==> src/rtl/multi_stage_pipeline_reg.sv <==
// multi_stage_pipeline_reg: DEPTH-stage valid/ready register pipeline with flush.
// Optional input skid buffer (registered in_ready) under MULTI_STAGE_PIPE_SKID_EN.
module multi_stage_pipeline_reg #(
  parameter int WIDTH = 32,
  parameter int DEPTH = 3,
  parameter int CNT_W = $clog2(DEPTH + 2)
) (
  input  logic             clk,
  input  logic             reset,
  input  logic             flush,
  input  logic             in_valid,
  output logic             in_ready,
  input  logic [WIDTH-1:0] in_data,
  output logic             out_valid,
  input  logic             out_ready,
  output logic [WIDTH-1:0] out_data,
  output logic [CNT_W-1:0] occupancy
);

  logic [DEPTH-1:0] v;
  logic [DEPTH-1:0] rdy;
  logic [DEPTH-1:0] up_v;
  logic [WIDTH-1:0] d    [DEPTH];
  logic [WIDTH-1:0] up_d [DEPTH];
  logic             src_v;
  logic [WIDTH-1:0] src_d;
  logic             in_fire;
  logic             out_fire;

  // a stage can load if it or any stage below it is empty, or the sink takes
  always_comb begin
    rdy = '0;
    for (int i = 0; i < DEPTH; i++) begin
      rdy[i] = out_ready;
      for (int j = i; j < DEPTH; j++) begin
        if (!v[j]) rdy[i] = 1'b1;
      end
    end
  end

  // each stage is fed by the stage before it; stage 0 by the input side
  always_comb begin
    for (int i = 0; i < DEPTH; i++) begin
      up_v[i] = 1'b0;
      up_d[i] = '0;
    end
    up_v[0] = src_v;
    up_d[0] = src_d;
    for (int i = 1; i < DEPTH; i++) begin
      up_v[i] = v[i-1];
      up_d[i] = d[i-1];
    end
  end

`ifdef MULTI_STAGE_PIPE_SKID_EN
  logic             skid_v;
  logic [WIDTH-1:0] skid_d;

  assign in_ready = !skid_v;
  assign src_v    = skid_v || in_valid;
  assign src_d    = skid_v ? skid_d : in_data;

  // skid catches a word stage 0 cannot take, drains first when it can
  always_ff @(posedge clk or posedge reset) begin
    if (reset) begin
      skid_v <= 1'b0;
      skid_d <= '0;
    end else if (flush) begin
      skid_v <= 1'b0;
    end else if (skid_v) begin
      if (rdy[0]) skid_v <= 1'b0;
    end else if (in_valid && !rdy[0]) begin
      skid_v <= 1'b1;
      skid_d <= in_data;
    end
  end
`else
  assign in_ready = rdy[0];
  assign src_v    = in_valid;
  assign src_d    = in_data;
`endif

  assign in_fire   = in_valid && in_ready;
  assign out_fire  = v[DEPTH-1] && out_ready;
  assign out_valid = v[DEPTH-1];
  assign out_data  = d[DEPTH-1];

  // advance every ready stage; flush drops all valids but leaves data
  always_ff @(posedge clk or posedge reset) begin
    if (reset) begin
      v <= '0;
      for (int i = 0; i < DEPTH; i++) d[i] <= '0;
    end else begin
      for (int i = 0; i < DEPTH; i++) begin
        if (rdy[i] && up_v[i]) d[i] <= up_d[i];
      end
      if (flush) begin
        v <= '0;
      end else begin
        for (int i = 0; i < DEPTH; i++) begin
          if (rdy[i]) v[i] <= up_v[i];
        end
      end
    end
  end

  // held-word count, net of this edge's input and output transfers
  always_ff @(posedge clk or posedge reset) begin
    if (reset) begin
      occupancy <= '0;
    end else if (flush) begin
      occupancy <= '0;
    end else if (in_fire && !out_fire) begin
      occupancy <= occupancy + CNT_W'(1);
    end else if (out_fire && !in_fire) begin
      occupancy <= occupancy - CNT_W'(1);
    end
  end

endmodule

==> config.mk <==
export PLATFORM = sky130hd
export DESIGN_NAME = multi_stage_pipeline_reg
export DESIGN_NICKNAME = d
export VERILOG_FILES = /design/src/rtl/multi_stage_pipeline_reg.sv
export SDC_FILE = /design/constraint.sdc
export NUM_CORES = 1
export LEC_CHECK = 0
export ABC_AREA = 0
export CAP_MARGIN = 20
export CORE_UTILIZATION = 53
export DETAILED_ROUTE_END_ITERATION = 6
export GPL_TIMING_DRIVEN = 0
export PLACE_DENSITY_LB_ADDON = 0.25
export REMOVE_ABC_BUFFERS = 1
export SYNTH_ARGS = -nofsm -noshare
export SYNTH_HDL_FRONTEND = slang
export SYNTH_SLANG_ARGS = --single-unit
==> constraint.sdc <==
create_clock -name clk -period 3.6 [get_ports clk]
set_input_delay 0.54 -clock clk [delete_from_list [all_inputs] [get_ports clk]]
set_output_delay 0.54 -clock clk [all_outputs]
set_load 0.01 [all_outputs]
* Word level (Yosys, flattened, before mapping) *
Index checks and enable logic that the tools add are counted.

storage, ports and cells
  flip-flop bits (word level) = 102
  bits of input ports = 37
  output and inout port bits = 37
  word-level logic and storage cells = 34

cells by class
  $add $sub $neg = 2
  multiplexer cells = 13
  reduce and logical (&&, ||, !) cells = 12

operators by type and width
  kind                   number
  $mux W3                4
  $mux W1                9
  $logic_and A1 B1 Y1    6
  $reduce_bool A2 Y1     3
  $add A3 B1 Y3 const B  1
  $reduce_bool A3 Y1     1
  $sub A3 B1 Y3 const B  1
  $logic_not A1 Y1       2

* Longest topological paths before layout *
  word-level depth = 9
  gate-level depth with buffers = 10
  gate-level depth less buffers = 8

* Least setup slack after synthesis *
No wires, ideal clock.

  path type = input to register
  start point = in out_ready
  end point = reg occupancy[1]
  library setup time = 126 ps
  data arrival time = 2137 ps
  required time = 3474 ps
  setup slack = 1337 ps
  cell stages on the path = 10
  path buffers = 2
  cell sequence = buf_4 > nand4b_4 > nand2_4 > buf_6 > a21oi_1 > fa_1 > nand2b_1 > o21ai_0 > a21oi_1 > a21oi_1

between the ends
  longest elaborated chain between the ends = 7

RTL lines
  element                                                  RTL line  text
  start, declared                                          15        input logic out_ready,
  $mux W1 (*) (3 in series)                                36        if (!v[j]) rdy[i] = 1'b1;
  via in_ready                                             12        output logic in_ready,
  $logic_and A1 B1 Y1 (*)                                  83        assign in_fire = in_valid && in_ready;
  $logic_and A1 B1 Y1 or $logic_not A1 Y1 (tied branches)  113, 115
  $mux W3 or $logic_and A1 B1 Y1 (tied branches)           113, 115
  $mux W3 or $reduce_bool A3 Y1 (tied branches)            --
  end signal, assigned                                     114       occupancy <= occupancy + CNT_W'(1);
  end signal, assigned                                     116       occupancy <= occupancy - CNT_W'(1);
  end, declared                                            17        output logic [CNT_W-1:0] occupancy

The timed path passes the listed nets; every way through them passes the cells marked *.
A chain may end at the register's enable or synchronous reset.

* Worst setup path after layout *
  start point = in out_ready
  end point = reg occupancy[1]

between the ends
  longest elaborated chain between the ends = 7

RTL lines
  element                                                  RTL line
  $mux W1 (3 in series)                                    36
  $logic_and A1 B1 Y1                                      83
  $logic_and A1 B1 Y1 or $logic_not A1 Y1 (tied branches)  113, 115
  $mux W3 or $logic_and A1 B1 Y1 (tied branches)           113, 115
  $mux W3 or $reduce_bool A3 Y1 (tied branches)            --

Several ways; a longest one is shown, not always the timed one.

==> impl_metrics.json <==
{
  "cts-hold-fix-buffers": 0,
  "synthCells": 279,
  "switching_share": 0.2345,
  "p_switching_uw": 729.2,
  "floorplan.initialDensity": 0.5573,
  "async_flop_share": 1.000,
  "globalplace.congestion": 0.7290,
  "critPathLaunchType": "input port",
  "drt_iter0_drc": 45,
  "synth_flop_cell": "dfrtp_1",
  "tns_ns": 0,
  "cts.sinks": 102,
  "htree_num_levels": 3,
  "fmaxAchievable_mhz": 358.6,
  "cts_max_path_buffers": 2,
  "max_slew_margin": 0.5710,
  "grt_max_degree": 64,
  "core_region_area_um2": 7888,
  "die_x_um": 93.07,
  "finalMaxSlewViolations": 0,
  "cp-end-kind": "flip-flop",
  "dr.pass1.iters": 4,
  "antenna_found_initial": 0,
  "fin_cells": 428,
  "finalCritPeriodShare": 0.7745,
  "cts_setup_buffers": 0,
  "cts-root-buf": "clkbuf_8",
  "cts_buffers": 9,
  "fin_skew_ns": 0.006890,
  "setup_slack_ns": 0.8117,
  "area_delta_synth_final_pct": 18.05,
  "grt_usage": 0.1680,
  "ant_nets": 0,
  "grt_pass1_wl_um": 11150,
  "synth_edf_count": 0,
  "clkTransAtPathRegs_ns": 0.09,
  "status": "completed",
  "leakage_uw": 0.002314,
  "synth.avg_cell_area_um2": 15.75,
  "place_ws_ns": 0.4224,
  "seq_area_frac_synth": 0.5807,
  "drc": 0,
  "fin_crit_ns": 2.788,
  "dp_hpwl_um": 4195,
  "io_buffers": 73,
  "p_comb_frac": 0.229,
  "arrival_ns": 3.06,
  "worst-path-max-fanout": 33,
  "fin_area_um2": 5189,
  "core.rowCount": 32,
  "worstPathRequired_ns": 3.88,
  "die_h_um": 93.07,
  "hp-class": "flip-flop to flip-flop",
  "seqPwrFrac": 0.482,
  "rsz0062_at_grt": "false",
  "finalHoldViolations": 0,
  "ys_warn_count": 0,
  "cts_tree": "done",
  "place_area_um2": 4903,
  "setup_viol": 0,
  "worstMarginPinSlew_ns": 0.6434,
  "p_clk_frac": 0.289,
  "wl_per_cell_um": 15.18,
  "synth-seq-cells": 102,
  "io_pins": 74,
  "r2r_slack_ns": 1.25,
  "dp.cells": 412,
  "grt_overflow": 0,
  "hold_ws_ns": 0.4959,
  "synth_area_um2": 4395,
  "fp.dieArea_um2": 8661,
  "ctsResizeCount": 0,
  "grt_pass1_vias": 2305,
  "clk_latency_ns": 0.35,
  "peakVddDrop_mv": 0.2807,
  "num_vias": 2186,
  "diodes": 0,
  "via_per_inst": 5.107,
  "crit_type": "input port to flip-flop",
  "powerDensity_nw_per_um2": 599.3,
  "nets": 360,
  "maxCapViolCount": 0,
  "drive_gt1_frac": 0.2822,
  "drt_wl_total_um": 6495,
  "yosysUniqueCellTypes": 28,
  "p_int_uw": 2381
}
## cells in the final DEF, fill, tap and decap left out, types with 2 or more instances in the layout
cell type / n
a21oi_1: 8
buf_16: 2
bufinv_16: 4
clkbuf_8: 9
clkdlybuf4s50_1: 73
dfrtp_1: 102
inv_1: 4
mux2_1: 29
mux2_2: 37
mux2_4: 30
nand2_4: 2
nand3_1: 2
nor2_1: 6
## through the flow
step | utilization | total power [uW]
floorplan | - | 1865
finish | 0.6578 | 3110
global placement | 0.6179 | 2209
CTS | 0.6543 | 3151
detailed placement | 0.6217 | 2246
global route | 0.6578 | 3261
## registers in the layout (all words and copies together), names as in the netlist
signal / count
d: 64
occupancy: 3
out_data: 32
v: 3
## metal layers
metal	GRT usage	up-vias	wire [um]
li1	-	1013	-
met3	0.03577	9	299
met1	0.2237	1112	3073
met4	0.06923	0	80
met2	0.2684	52	3042
met5	0	-	0
## worst max-delay path, stage by stage
cell             delay [ns]
clkdlybuf4s50_1        0.74
nand4b_4               0.26
nand2_4                0.30
a21oi_1                0.27
fa_1                   0.45
nand2b_1               0.16
mux2i_1                0.14
a21oi_1                0.06
a21oi_1                0.13
## cell usage after synthesis, drive strengths merged (2+ instances only)
| cell | instances | share of area |
|---|---|---|
| dfrtp | 102 | 0.58 |
| buf | 43 | 0.087 |
| o21ai | 2 | 0.0048 |
| mux2 | 96 | 0.27 |
| nand3 | 2 | 0.0023 |
| nor2 | 6 | 0.0051 |
| nand2 | 4 | 0.0074 |
| inv | 5 | 0.0043 |
| a21oi | 8 | 0.0091 |
## worst paths after layout
kind / start / to / depth (start not counted)
worst max-delay path: out_ready / occupancy[1]$_DFFE_PP0P_ / 9
worst min-delay path: d[66]$_DFFE_PP0P_ / d[66]$_DFFE_PP0P_ / 1
worst max register to register: v[1]$_DFFE_PP0P_ / occupancy[1]$_DFFE_PP0P_ / 8
worst min register to register: d[66]$_DFFE_PP0P_ / d[66]$_DFFE_PP0P_ / 1
max in group asynchronous: reset / d[68]$_DFFE_PP0P_ / 3
min in group asynchronous: reset / out_data[16]$_DFFE_PP0P_ / 2
## logic make-up (layout without fill, tap and decap cells)
family / after synthesis / after routing / synth area share
DFF: 102 / 102 / 0.5807
and+or+nand+nor: 17 / 17 / 0.02875
muxes: 97 / 97 / 0.2738
AOI/OAI and AO/OA: 13 / 13 / 0.01936
xor gates and xnor gates: 1 / 1 / 0.001993
adders and majority gates: 1 / 1 / 0.004555
buffers and inverters: 48 / 95 / 0.09080
## power groups by stage
stage / clock network [uW] / logic (uW) / registers, uW
floorplan: 0 / 303 / 1560
global placement: 0 / 693 / 1520
detailed placement: 0 / 718 / 1530
CTS: 926 / 721 / 1500
global route: 963 / 767 / 1530
finish: 898 / 712 / 1500
## cell type report
cell class	instances	area, um^2
clock buffer	9	123.9
clock inverter	6	133.9
fill	578	2699
inverter	5	21.27
multi-input combinational	129	1444
sequential	102	2552
tap	102	127.6
timing repair buffer	75	785.8
Power figures use the tool's default switching activity.
